**config.mk**
```make
export PLATFORM = sky130hd
export DESIGN_NAME = clock_divider_mc
export DESIGN_NICKNAME = d
export VERILOG_FILES = /design/src/rtl/clock_divider_mc.sv
export SDC_FILE = /design/constraint.sdc
export NUM_CORES = 1
export LEC_CHECK = 0
export CAP_MARGIN = 30
export CORE_MARGIN = 2
export CORE_UTILIZATION = 45
export DETAILED_ROUTE_END_ITERATION = 6
export PLACE_DENSITY_LB_ADDON = 0.12
export SYNTH_ARGS = -nofsm -noshare
export SYNTH_HDL_FRONTEND = slang
export SYNTH_SLANG_ARGS = --single-unit
```
**constraint.sdc**
```tcl
create_clock -name inclk -period 3.7 [get_ports inclk]
set_clock_uncertainty 0.15 [all_clocks]
set_input_delay 0.37 -clock inclk [delete_from_list [all_inputs] [get_ports inclk]]
set_output_delay 0.37 -clock inclk [all_outputs]
set_load 0.05 [all_outputs]
```
**src/rtl/clock_divider_mc.sv**
```systemverilog
// Multi-channel programmable clock divider.
// Each channel produces a registered divided clock with independently
// programmable high and low phase lengths. Divide values are sampled only
// when a period starts, so a reload never produces a runt pulse. A common
// sync_start pulse restarts every enabled channel in phase.
module clock_divider_mc #(
  parameter int unsigned NUM_CH = 4,
  parameter int unsigned CNT_W  = 32
) (
  input  logic                    inclk,
  input  logic                    Reset,
  input  logic [NUM_CH-1:0]       en,
  input  logic                    sync_start,
  input  logic [NUM_CH*CNT_W-1:0] high_count,
  input  logic [NUM_CH*CNT_W-1:0] low_count,
  output logic [NUM_CH-1:0]       outclk,
  output logic [NUM_CH-1:0]       outclk_Not,
  output logic [NUM_CH-1:0]       tick,
  output logic [NUM_CH-1:0]       active
);

  typedef enum logic [1:0] {
    IDLE = 2'd0,
    HIGH = 2'd1,
    LOW  = 2'd2
  } state_e;

  localparam logic [CNT_W-1:0] ONE = CNT_W'(1);

  genvar g;
  generate
    for (g = 0; g < NUM_CH; g++) begin : g_ch
      state_e           state_q, state_d;
      logic [CNT_W-1:0] cnt_q, cnt_d;
      logic [CNT_W-1:0] hi_q, hi_d;
      logic [CNT_W-1:0] lo_q, lo_d;
      logic [CNT_W-1:0] hc, lc;
      logic             load;
      logic             oc_q, oc_d;
      logic             tk_q, tk_d;
      logic             ac_q, ac_d;

      assign hc = high_count[g*CNT_W +: CNT_W];
      assign lc = low_count[g*CNT_W +: CNT_W];

      // Next-state logic: phase counting, period-boundary reload, sync restart.
      // A load always lands in HIGH with the counter cleared, so the registered
      // outputs are derived from the next state rather than the current one.
      always_comb begin
        state_d = state_q;
        cnt_d   = cnt_q;
        hi_d    = hi_q;
        lo_d    = lo_q;
        load    = 1'b0;

        if (sync_start && en[g]) begin
          load = 1'b1;
        end else begin
          case (state_q)
            HIGH: begin
              if (cnt_q == hi_q - ONE) begin
                cnt_d   = '0;
                state_d = LOW;
              end else begin
                cnt_d = cnt_q + ONE;
              end
            end
            LOW: begin
              if (cnt_q == lo_q - ONE) begin
                if (en[g]) begin
                  load = 1'b1;
                end else begin
                  cnt_d   = '0;
                  state_d = IDLE;
                end
              end else begin
                cnt_d = cnt_q + ONE;
              end
            end
            default: begin
              cnt_d   = '0;
              state_d = IDLE;
              if (en[g]) load = 1'b1;
            end
          endcase
        end

        if (load) begin
          hi_d    = (hc == '0) ? ONE : hc;
          lo_d    = (lc == '0) ? ONE : lc;
          cnt_d   = '0;
          state_d = HIGH;
        end

        oc_d = (state_d == HIGH);
        tk_d = load;
        ac_d = (state_d != IDLE);
      end

      // State, counter, shadow and output registers with synchronous reset.
      always_ff @(posedge inclk) begin
        if (Reset) begin
          state_q <= IDLE;
          cnt_q   <= '0;
          hi_q    <= ONE;
          lo_q    <= ONE;
          oc_q    <= 1'b0;
          tk_q    <= 1'b0;
          ac_q    <= 1'b0;
        end else begin
          state_q <= state_d;
          cnt_q   <= cnt_d;
          hi_q    <= hi_d;
          lo_q    <= lo_d;
          oc_q    <= oc_d;
          tk_q    <= tk_d;
          ac_q    <= ac_d;
        end
      end

      assign outclk[g]     = oc_q;
      assign outclk_Not[g] = ~oc_q;
      assign tick[g]       = tk_q;
      assign active[g]     = ac_q;
    end
  endgenerate

endmodule

```
* Yosys cells after proc, flatten, opt, wreduce, memory -nomap -nowiden
Cells that the tools add are included.
W data, S select, Z words.
** Word-level totals
- Bits in registers :: 404
- Input port bits :: 263
** Cells by class
- Add/sub/neg operators :: 12
- Equal/unequal tests :: 24
- Muxes and demuxes :: 64
- Bitwise operators :: 8
- Reductions and logical operators :: 24
** Operators by type and width (number)
- $mux W32 :: 20
- $eq A32 B32 Y1 :: 8
- $logic_not A32 Y1 :: 8
- $pmux W32 S2 :: 4
- $sub A32 B1 Y32 const B :: 8
- $add A32 B1 Y32 const B :: 4
- $mux W2 :: 20
- $eq A2 B1 Y1 const B :: 8
- $pmux W2 S2 :: 4
- $mux W1 :: 12
- $ne A3 B3 Y1 const B :: 4
- $eq A2 B2 Y1 const B :: 4
- $not A1 Y1 :: 8
- $pmux W1 S2 :: 4
- $reduce_and A2 Y1 :: 4
- $reduce_bool A2 Y1 :: 4
- $reduce_or A2 Y1 :: 4
- $logic_and A1 B1 Y1 :: 4

* Depth between registers and ports, before layout
- Depth in word-level cells :: 7
- Mapped depth :: 17
- Gate-level depth less buffers :: 12

* Worst setup path before layout
Ideal clock, no wire load.
- Path kind :: reg2reg
- From :: register g_ch[3].lo_q[6]
- To :: register g_ch[3].cnt_q[2]
- Arrival time :: 3580 ps
- Data required time :: 3435 ps
- Slack :: -144 ps
- Cell stages (with the launch flop) :: 15
- Path buffers :: 4
- Path through :: dfxtp_1 > or4_4 > or4_1 > buf_2 > or4_4 > a221oi_2 > nand4_1 > nor4_4 > a31o_2 > and2_1 > buf_6 > or4_4 > buf_6 > buf_8 > nor2_1
** On the way
- Longest elaborated chain between the ends :: 6
- Elaborated cells on any way between the ends :: 10
- Those cells by class :: add/sub: 1; eq/ne: 2; mux: 5; reduce/logical: 2
** RTL lines
- start: declaration :: RTL line 36 : logic [CNT_W-1:0] lo_q, lo_d;
- start signal: assignment :: RTL line 114 : lo_q <= lo_d;
- $sub A32 B1 Y32 (*) :: RTL line 69 : if (cnt_q == lo_q - ONE) begin
- $eq A32 B32 Y1 (*) :: RTL line 69
- $mux W1 :: RTL line 69
- $pmux W1 S2 :: RTL line 59 : case (state_q)
- $mux W1 :: RTL line 56 : if (sync_start && en[g]) begin
- $reduce_or A2 Y1 (no source line)
- end signal: assignment :: RTL line 112 : cnt_q <= cnt_d;
- end: declaration :: RTL line 34 : logic [CNT_W-1:0] cnt_q, cnt_d;
Mark *: on every way between the ends. The rest lies on a longest branch, timed or not.
A chain may end at the register's enable or synchronous reset.

* Final worst setup path
- From :: register g_ch[0].lo_q[8]
- To :: register g_ch[0].lo_q[22]
** On the way
- Longest elaborated chain between the ends :: 5
** RTL lines (RTL line)
- start: declaration :: 36
- start signal: assignment :: 114
- $sub A32 B1 Y32 :: 69
- $eq A32 B32 Y1 :: 69
- $mux W1 :: 69
- $pmux W1 S2 :: 59
- $mux W1 :: 56
No other way between the ends.

==> results.cfg <==
[synth]
syn_inst = 3377
avgSynthCellArea_um2 = 7.76
synth_nets = 3660
synth_edf_count = 0
ys_seq_area_share_pct = 30.8
ys_seq_elements = 404
yosys_warnings = 0
synth_cell_types = 91
synthFlopType = dfxtp_1
async_flop_share_pct = 0
synth_area_um2 = 26200

[critical_path]
slowest_stage = or4_4
arrival_ns = 4.22
r2r_setup_slack_ns = -0.16
worst_path_most_repeated_cell = or3_4
cp_cell_sequence = or3_4, or4_4, or3_4, nor4b_4, a211oi_2, or4b_4, nor3_4, buf_6, or2_4, buf_12, buf_8, buf_16, nand2_2, a21oi_2
max_stage_delay_ns = 0.54
required_ns = 4.06
crit_family = simple AND/OR/NAND/NOR gates
path_class = reg -> reg
start_kind = flop
worstSetupEndpointType = flop
critPathBufInv = 4
critPathMaxFanout = 8

[sta]
rsz0062_at_grt = yes
finalCriticalPeriod_ns = 3.86
tightest_slew_ns = 0.925
finalSetupTns_ns = -15.34
hold_violations = 0
max_slew_margin_pct = 38.1
slew_viol_final = 0
fin_crit_sh_pct = 104
layout_setup_ws_ns = -0.159
max_freq_mhz = 259
setup_viol = 187

[place]
place_congestion = 0.928
place_inst = 4463
portBuffers = 278
place_hpwl_um = 62200

[floorplanning]
dieArea_um2 = 60200
die_h_um = 245
io_pins = 279
num_rows = 88
core_area_um2 = 57700
die_w_um = 245
initial_core_util_pct = 45.4

[cts]
cts_max_level = 2
cts_made_buffers = 48
clk_latency_ns = 0.60
clk_pin_slew_worst_paths_ns = 0.06
clock_sinks = 404
cts_buffer_depth = 3
cts_root_buffer = clkbuf_16
hold_buffers = 0
cts_tree = done

[global_route]
grt_max_degree = 82
grt_usage_pct = 27.1
grt_pass1_wl_um = 135000
grt_pass1_vias = 25700
antenna_found_initial = 1
grt_overflow = 0

[power]
p_leak_nw = 13.4
p_per_area_nw_per_um2 = 350
max-vdd-ir-drop_uv = 351

[cells_and_area]
final_cell_mix = 398 x dfxtp_1, 371 x nor2_1, 297 x nand2_1
final_layout_size_suffix_gt1_share_pct = 19.0
nNetsFinal = 4112
final_common_cell = dfxtp_1
fin_cells = 4631
areaGrowthSynthToFinish_pct = 34.7

[routing]
wirelength_um = 87400
viasPerCell = 5.80
first_pass_iters = 6
drtIter0Drc = 1753
antenna_left = 0
drc = 0
vias = 26900
routedWlPerCell_um = 18.9

[outcome]
status = complete, but fails checks
failed_checks = negative setup slack

[flow_run]
drv_cap = 0

[worst_hold_path]
worstHoldPathType = in -> reg
==> power by group <==
part / switching (mW) / internal, mW
combinational: 1.47 / 1.39
clock: 1.97 / 2.78
sequential: 0.210 / 4.54
==> Yosys cell counts, drive strengths merged (27+ instances only) <==
cell      n  area share [%]
o21ai    75             1.4
xnor2   252             8.4
xor2    135             4.5
and3     42             1.0
nand3   100             1.9
clkbuf  167             2.4
a31oi    27            0.64
dfxtp   404              31
nor4    149             3.8
buf      66             1.6
or3      52             1.2
nand2   364             5.2
nand2b   30            0.72
a21oi   207             4.1
nor2    386             5.5
inv      66            0.94
nor2b    30            0.72
nand4    80             1.9
a211oi   38             1.1
or4      53             1.6
mux2i   145             5.5
nor3    117             2.3
==> worst register-to-register path, cell delays in order, from the launching register on <==
cell and delay (ns):
dfxtp_2 0.32, or3_4 0.40, or4_4 0.54, or3_4 0.42, nor4b_4 0.31, a211oi_2 0.09
or4b_4 0.51, nor3_4 0.18, buf_6 0.13, or2_4 0.14, buf_12 0.12, buf_8 0.13
buf_16 0.15, nand2_2 0.06, a21oi_2 0.13
==> metrics by stage <==
step	power, mW	setup slack, ns	hold slack (ns)	utilization (%)	cell area, um2
after detailed placement	7.30	-0.398	0.311	54.3	31300
after global placement	7.24	-0.282	0.305	54.3	31300
after global routing	12.9	-0.268	0.188	61.2	35300
after floorplan	6.24	-0.0343	0.294	-	26300
final	12.3	-0.159	0.153	61.2	35300
after CTS	12.2	-0.103	0.113	58.6	33800
==> final timing paths <==
check                                   to                     startpoint  cells after the start
min reg2reg  g_ch[0].hi_q[31]$_SDFFE_PP0P_  g_ch[0].hi_q[31]$_SDFFE_PP0P_                      2
max          g_ch[0].lo_q[22]$_SDFFE_PP0P_   g_ch[0].lo_q[8]$_SDFFE_PP0P_                     14
max reg2reg  g_ch[0].lo_q[22]$_SDFFE_PP0P_   g_ch[0].lo_q[8]$_SDFFE_PP0P_                     14
min          g_ch[2].lo_q[20]$_SDFFE_PP0P_                          Reset                      2
==> timing repair <==
| action | 4_1_cts | 5_1_grt |
|---|---|---|
| buffers inserted | 21 | 32 |
| endpoints found under the setup margin | 209 | 400 |
| cloned | 11 | 19 |
| gates resized for setup | 125 | 241 |
| pin swaps | 61 | 96 |
==> per-layer routing <==
metal	routed length (um)	vias up	global-route usage, %
met4	2040	0	7.33
li1	-	13100	-
met3	5440	126	4.17
met2	40600	785	45.0
met5	0	-	0
met1	39300	12900	36.4
==> logic make-up after synthesis <==
| logic type | synth area share (%) |
|---|---|
| xor gates and xnor gates | 12.9 |
| DFF | 30.8 |
| adders and majority gates | 0.954 |
| buffers and inverters | 4.96 |
| muxes | 5.66 |
| AOI/OAI and AO/OA | 14.2 |
| and+or+nand+nor | 30.4 |
==> sequential cells by signal, indices dropped and copies added (netlist names) <==
signal and flops:
g_ch.state_q 8, g_ch.cnt_q 128, g_ch.ac_q 4, g_ch.oc_q 4
g_ch.hi_q 128, g_ch.lo_q 128, g_ch.tk_q 4
==> final cells by class <==
class	count	area [um2]
multi-input cells	2677	18200
clock buffers	68	1410
flip-flops and latches	404	8100
well taps	765	957
clock inverters	18	151
diodes	1	2.50
repair buffers	632	6260
fillers	5155	22400
inverters	66	248
Note: power is estimated with default switching activity, not from simulation.
